**config.mk**
```make
export PLATFORM = sky130hd
export DESIGN_NAME = multiword_adder_seq
export DESIGN_NICKNAME = d
export VERILOG_FILES = /design/src/rtl/adder_pkg.sv /design/src/rtl/RippleCarryAdder_16bit.sv /design/src/rtl/multiword_adder_seq.sv
export SDC_FILE = /design/constraint.sdc
export NUM_CORES = 1
export LEC_CHECK = 0
export BUFFER_PORTS_ARGS = -buffer_cell sky130_fd_sc_hd__buf_2
export CORE_ASPECT_RATIO = 0.5
export CORE_UTILIZATION = 50
export DETAILED_ROUTE_END_ITERATION = 16
export GPL_ROUTABILITY_DRIVEN = 0
export PLACE_DENSITY_LB_ADDON = 0.15
export SLEW_MARGIN = 20
export SYNTH_ARGS = -nofsm -noshare
export SYNTH_HDL_FRONTEND = slang
export SYNTH_SLANG_ARGS = --single-unit
```
**constraint.sdc**
```tcl
create_clock -name clk -period 8.7 [get_ports clk]
set_input_delay 0.87 -clock clk [delete_from_list [all_inputs] [get_ports clk]]
set_output_delay 0.87 -clock clk [all_outputs]
set_load 0.02 [all_outputs]
```
**src/rtl/adder_pkg.sv**
```systemverilog
// Shared definitions for the time-shared multi-precision adder.
package adder_pkg;

   localparam int unsigned SLICE_W = 16;

   typedef enum logic [1:0] {
      IDLE = 2'd0,
      ADD  = 2'd1,
      DONE = 2'd2
   } seq_state_t;

   // Slice index width; a one-slice build still needs a 1-bit counter.
   function automatic int unsigned idx_width(input int unsigned words);
      return (words > 1) ? $clog2(words) : 1;
   endfunction

endpackage

```
**src/rtl/RippleCarryAdder_16bit.sv**
```systemverilog
// 16-bit ripple-carry adder slice built from explicit full-adder cells.
module RippleCarryAdder_16bit
   import adder_pkg::*;
(
   input  logic [SLICE_W-1:0] in1,
   input  logic [SLICE_W-1:0] in2,
   input  logic               c_in,
   output logic [SLICE_W-1:0] sum,
   output logic               c_out
);

   logic [SLICE_W:0] w_carry;

   assign w_carry[0] = c_in;

   for (genvar i = 0; i < SLICE_W; i++) begin : g_fa
      logic w_p;
      assign w_p            = in1[i] ^ in2[i];
      assign sum[i]         = w_p ^ w_carry[i];
      assign w_carry[i + 1] = (in1[i] & in2[i]) | (w_p & w_carry[i]);
   end

   assign c_out = w_carry[SLICE_W];

endmodule

```
**src/rtl/multiword_adder_seq.sv**
```systemverilog
// Multi-precision add/subtract that walks one 16-bit slice per clock through a single
// shared ripple-carry adder, least-significant slice first.
module multiword_adder_seq
   import adder_pkg::*;
#(
   parameter  int unsigned WORDS = 4,
   localparam int unsigned W     = SLICE_W * WORDS
) (
   input  logic         clk,
   input  logic         rst_n,
   input  logic         start,
   input  logic         sub,
   input  logic [W-1:0] in1,
   input  logic [W-1:0] in2,
   input  logic         c_in,
   output logic         busy,
   output logic         done,
   output logic [W-1:0] sum,
   output logic         c_out
);

   localparam int unsigned        IDX_W    = idx_width(WORDS);
   localparam logic [IDX_W-1:0]   LAST_IDX = IDX_W'(WORDS - 1);

   seq_state_t                     r_state;
   seq_state_t                     w_state_next;

   logic [WORDS-1:0][SLICE_W-1:0] r_a;
   logic [WORDS-1:0][SLICE_W-1:0] r_b;
   logic [WORDS-1:0][SLICE_W-1:0] r_sum;
   logic                          r_carry;
   logic                          r_c_out;
   logic [IDX_W-1:0]              r_idx;

   logic                          w_accept;
   logic                          w_last;
   logic [SLICE_W-1:0]            w_a_slice;
   logic [SLICE_W-1:0]            w_b_slice;
   logic [SLICE_W-1:0]            w_slice_sum;
   logic                          w_slice_carry;

   assign w_accept = start && ((r_state == IDLE) || (r_state == DONE));
   assign w_last   = (r_idx == LAST_IDX);

   // ---------------------------------------------------------------- FSM
   always_ff @(posedge clk or negedge rst_n) begin
      if (!rst_n) begin
         r_state <= IDLE;
      end else begin
         r_state <= w_state_next;
      end
   end

   always_comb begin
      w_state_next = r_state;
      unique case (r_state)
         IDLE:    if (start) w_state_next = ADD;
         ADD:     if (w_last) w_state_next = DONE;
         DONE:    w_state_next = start ? ADD : IDLE;
         default: w_state_next = IDLE;
      endcase
   end

   // busy/done decode straight from the state register, so they are glitch-free.
   always_comb begin
      busy = 1'b0;
      done = 1'b0;
      unique case (r_state)
         ADD:     busy = 1'b1;
         DONE:    done = 1'b1;
         default: ;
      endcase
   end

   // ---------------------------------------------------------- slice select
   always_comb begin
      w_a_slice = '0;
      w_b_slice = '0;
      for (int k = 0; k < int'(WORDS); k++) begin
         if (r_idx == IDX_W'(k)) begin
            w_a_slice = r_a[k];
            w_b_slice = r_b[k];
         end
      end
   end

   RippleCarryAdder_16bit u_slice_adder (
      .in1   (w_a_slice),
      .in2   (w_b_slice),
      .c_in  (r_carry),
      .sum   (w_slice_sum),
      .c_out (w_slice_carry)
   );

   // ------------------------------------------------------------- datapath
   always_ff @(posedge clk or negedge rst_n) begin
      if (!rst_n) begin
         r_a     <= '0;
         r_b     <= '0;
         r_sum   <= '0;
         r_carry <= 1'b0;
         r_c_out <= 1'b0;
         r_idx   <= '0;
      end else if (w_accept) begin
         // Subtraction is a + ~b + 1, so the inversion and the +1 are folded in here.
         r_a     <= in1;
         r_b     <= sub ? ~in2 : in2;
         r_carry <= sub ? 1'b1 : c_in;
         r_sum   <= '0;
         r_idx   <= '0;
      end else if (r_state == ADD) begin
         for (int k = 0; k < int'(WORDS); k++) begin
            if (r_idx == IDX_W'(k)) begin
               r_sum[k] <= w_slice_sum;
            end
         end
         r_carry <= w_slice_carry;
         if (w_last) begin
            r_c_out <= w_slice_carry;
            r_idx   <= '0;
         end else begin
            r_idx   <= r_idx + IDX_W'(1);
         end
      end
   end

   assign sum   = r_sum;
   assign c_out = r_c_out;

endmodule

```
==> impl_metrics.csv <==
group,metric,value,unit
place,place_ws,-0.191,ns
sta,finalSetupViolations,0,
global_routing,grt_pass1_vias,6977,
layout,fin_nets,1171,
die,placementRows,35,
clock_network,cts_tree,"built",
clock_network,cts_sinks,198,
place,hpwl,18500,um
clock_network,clockBufferDepth,2,
worst_setup_path,cp_data_required_time,9.03,ns
routing,drt_iter0_markers,670,
die,start_util,52.5,%
synthesis,synthCells,855,
layout,fin_cells,1290,
global_routing,grt_max_degree,124,
worst_setup_path,path_max_fanout,4,
synthesis,synth_area,0.00990,mm2
place,place_area,0.0110,mm2
sta,slew_violations,0,
hold_path,min_path_type,"flop to flop",
clock_network,ctsHoldBuffers,0,
clock_network,clock_latency,0.44,ns
job,drv_cap,0,
layout,area_growth,17.7,%
die,die_x,201,um
place,placed_cells,1258,
sta,rsz0062_at_grt,"false",
sta,max_clock_freq,118,MHz
power_and_ir_drop,p_leak,5.66,nW
global_routing,grt_use_total,26.3,%
clock_network,cts_made_buffers,17,
worst_setup_path,end_kind,"flop",
sta,relSlewSlack,33.1,%
power_and_ir_drop,vdd_ir_drop_max,0.000244,V
synthesis,yosys_warnings,0,
clock_network,post-cts-setup-buffers,0,
worst_setup_path,cp.arrival,8.79,ns
sta,tns,0,ns
synthesis,avgSynthCellArea,11.6,um2
routing,ant_nets,0,
synthesis,yosys.cell_types.count,30,
synthesis,synthFlopType,"dfrtp_1",
sta,worst_pin_slew,1.00,ns
global_routing,grt-ovfl-total,0,
layout,drive_above_1_share,33.7,%
worst_setup_path,worstSetupPathType,"flop to flop",
place,port_buffers,199,
sta,hold_viol,0,
synthesis,synth_seq_cells,198,
routing,wl_per_cell,20.0,um
synthesis,synth_area_leader_cell,"dfrtp_1",
sta,worst_hold_slack,0.480,ns
synthesis,synth_fp_nets,1008,
synthesis,ys_seq_area_share,50.0,%
routing,route.vias.total,7330,
die,die-area,0.0204,mm2
die,die_h,102,um
clock_network,ctsHtreeMaxLevel,4,
global_routing,grt_first_pass_wirelength,40300,um
synthesis,netlist_top_cells_count,"198 x dfrtp_1, 132 x nand2_1, 65 x o21ai_0",
worst_setup_path,startpoint_type,"flop",
sta,finalWorstSetupSlack,0.237,ns
sta,skew,0.00885,ns
sta,min_period,8.46,ns
synthesis,synth_edf_count,0,
routing,drc,0,
synthesis,synthTopCellsByArea,"dfrtp_1 50%, mux2_4 8.2%, a221o_1 6.5%, xnor2_1 5.7%, nand2_1 5.0%",
routing,viasPerCell,5.68,
sta,min_period_over_period,97.3,%
layout,multi_input_area,0.00460,mm2
routing,drt-total-wl,25900,um
layout,insertedDiodeCount,0,
layout,design_area,0.0117,mm2
layout,regArea,0.00496,mm2
power_and_ir_drop,finalPower,5.27,mW
synthesis,synth_top_area_share,50.0,%
routing,drt_pre_antenna_iters,5,
global_routing,antenna_found_initial,0,
synthesis,yosysMostFrequentCell,"dfrtp_1",
clock_network,path_clk_slew,0.07,ns
die,coreArea,0.0189,mm2
clock_network,ctsRootBufferMaster,"clkbuf_16",
status,status,"completed",
synthesis,synthArstFlopShare,100,%
power_and_ir_drop,power.density,452,mW/mm2
die,ios,200,
layout,fillCellCount,1537,
layout,final_core_util,61.8,%
[logic make-up (layout without fill, tap and decap cells)]
family / after synthesis / after routing / share of synthesized area (%)
XOR/XNOR: 64 / 64 / 5.66
AND/OR/NAND/NOR: 231 / 231 / 11.6
AO/OA/AOI/OAI: 196 / 196 / 15.2
flip-flops: 198 / 198 / 50.0
multiplexers: 64 / 64 / 9.32
adder cells (fa/ha/maj): 20 / 20 / 3.74
buffers and inverters: 82 / 258 / 4.46
[state kept, by name (all words and copies together), names as in the netlist]
signal	count
r_idx	2
r_state	2
r_b	64
sum	64
c_out	1
r_a	64
r_carry	1
[power breakdown]
group | switching (mW) | internal [mW] | leakage [nW]
clock | 0.366 | 0.424 | 0.286
combinational | 1.62 | 1.24 | 2.91
sequential | 0.285 | 1.33 | 2.47
[placed cells by master, fill, tap and decap left out, types with 16 or more instances in the layout]
cell type,n
xnor2_1,64
buf_4,20
clkbuf_16,17
o21ai_0,65
and3_1,64
mux2_4,54
buf_2,197
o211ai_1,33
nand2_1,131
a221o_1,64
nor2b_1,16
o221ai_1,31
dfrtp_1,196
[what timing repair did]
item | in CTS | in global routing
gates resized for setup | 10 | 6
pin swaps | 0 | 0
setup endpoints to repair | 4 | 4
[area by class of cell]
class / count / area share (%)
repair buffers: 220 / 10.1
flip-flops and latches: 198 / 42.5
clock inverters: 11 / 0.966
clock buffers: 21 / 4.04
multi-input cells: 575 / 39.4
inverters: 6 / 0.193
well taps: 259 / 2.78
[path summary, 6_finish.rpt]
path                                            from                    to  slack [ns]  cells past startpoint
worst max-delay path            r_idx[0]$_DFFE_PN0P_   sum[47]$_DFFE_PN0P_        0.24                     23
worst max register to register  r_idx[0]$_DFFE_PN0P_   sum[47]$_DFFE_PN0P_        0.24                     23
min in group asynchronous                      rst_n   sum[49]$_DFFE_PN0P_        0.58                      1
max in group asynchronous                      rst_n  r_idx[0]$_DFFE_PN0P_        6.51                      2
worst min-delay path              r_b[1]$_DFFE_PN0P_    r_b[1]$_DFFE_PN0P_        0.48                      2
worst min register to register    r_b[1]$_DFFE_PN0P_    r_b[1]$_DFFE_PN0P_        0.48                      2
[worst max-delay path: stages (launching register included)]
cell	delay, ns
dfrtp_2	0.44
inv_2	0.10
ha_4	0.17
nand2_1	0.05
o211ai_1	0.20
o221ai_2	0.15
fa_2	0.39
fa_1	0.46
fa_2	0.42
fa_2	0.42
fa_2	0.42
fa_2	0.41
fa_1	0.46
fa_2	0.41
fa_2	0.41
fa_2	0.43
fa_2	0.41
fa_2	0.41
fa_2	0.43
fa_2	0.41
fa_2	0.41
fa_1	0.54
nor2b_1	0.08
a221o_1	0.32
[layer usage]
metal  wire [um]  share of wire (%)  track usage, %  vias up
met3        1990                7.7            5.41       30
li1            -                  -               -     3413
met5           0                  0               0        -
met4         354                1.4            8.10        0
met2       11200                 43            37.6      301
met1       12400                 48            40.0     3586
Power figures use the tool's default switching activity.
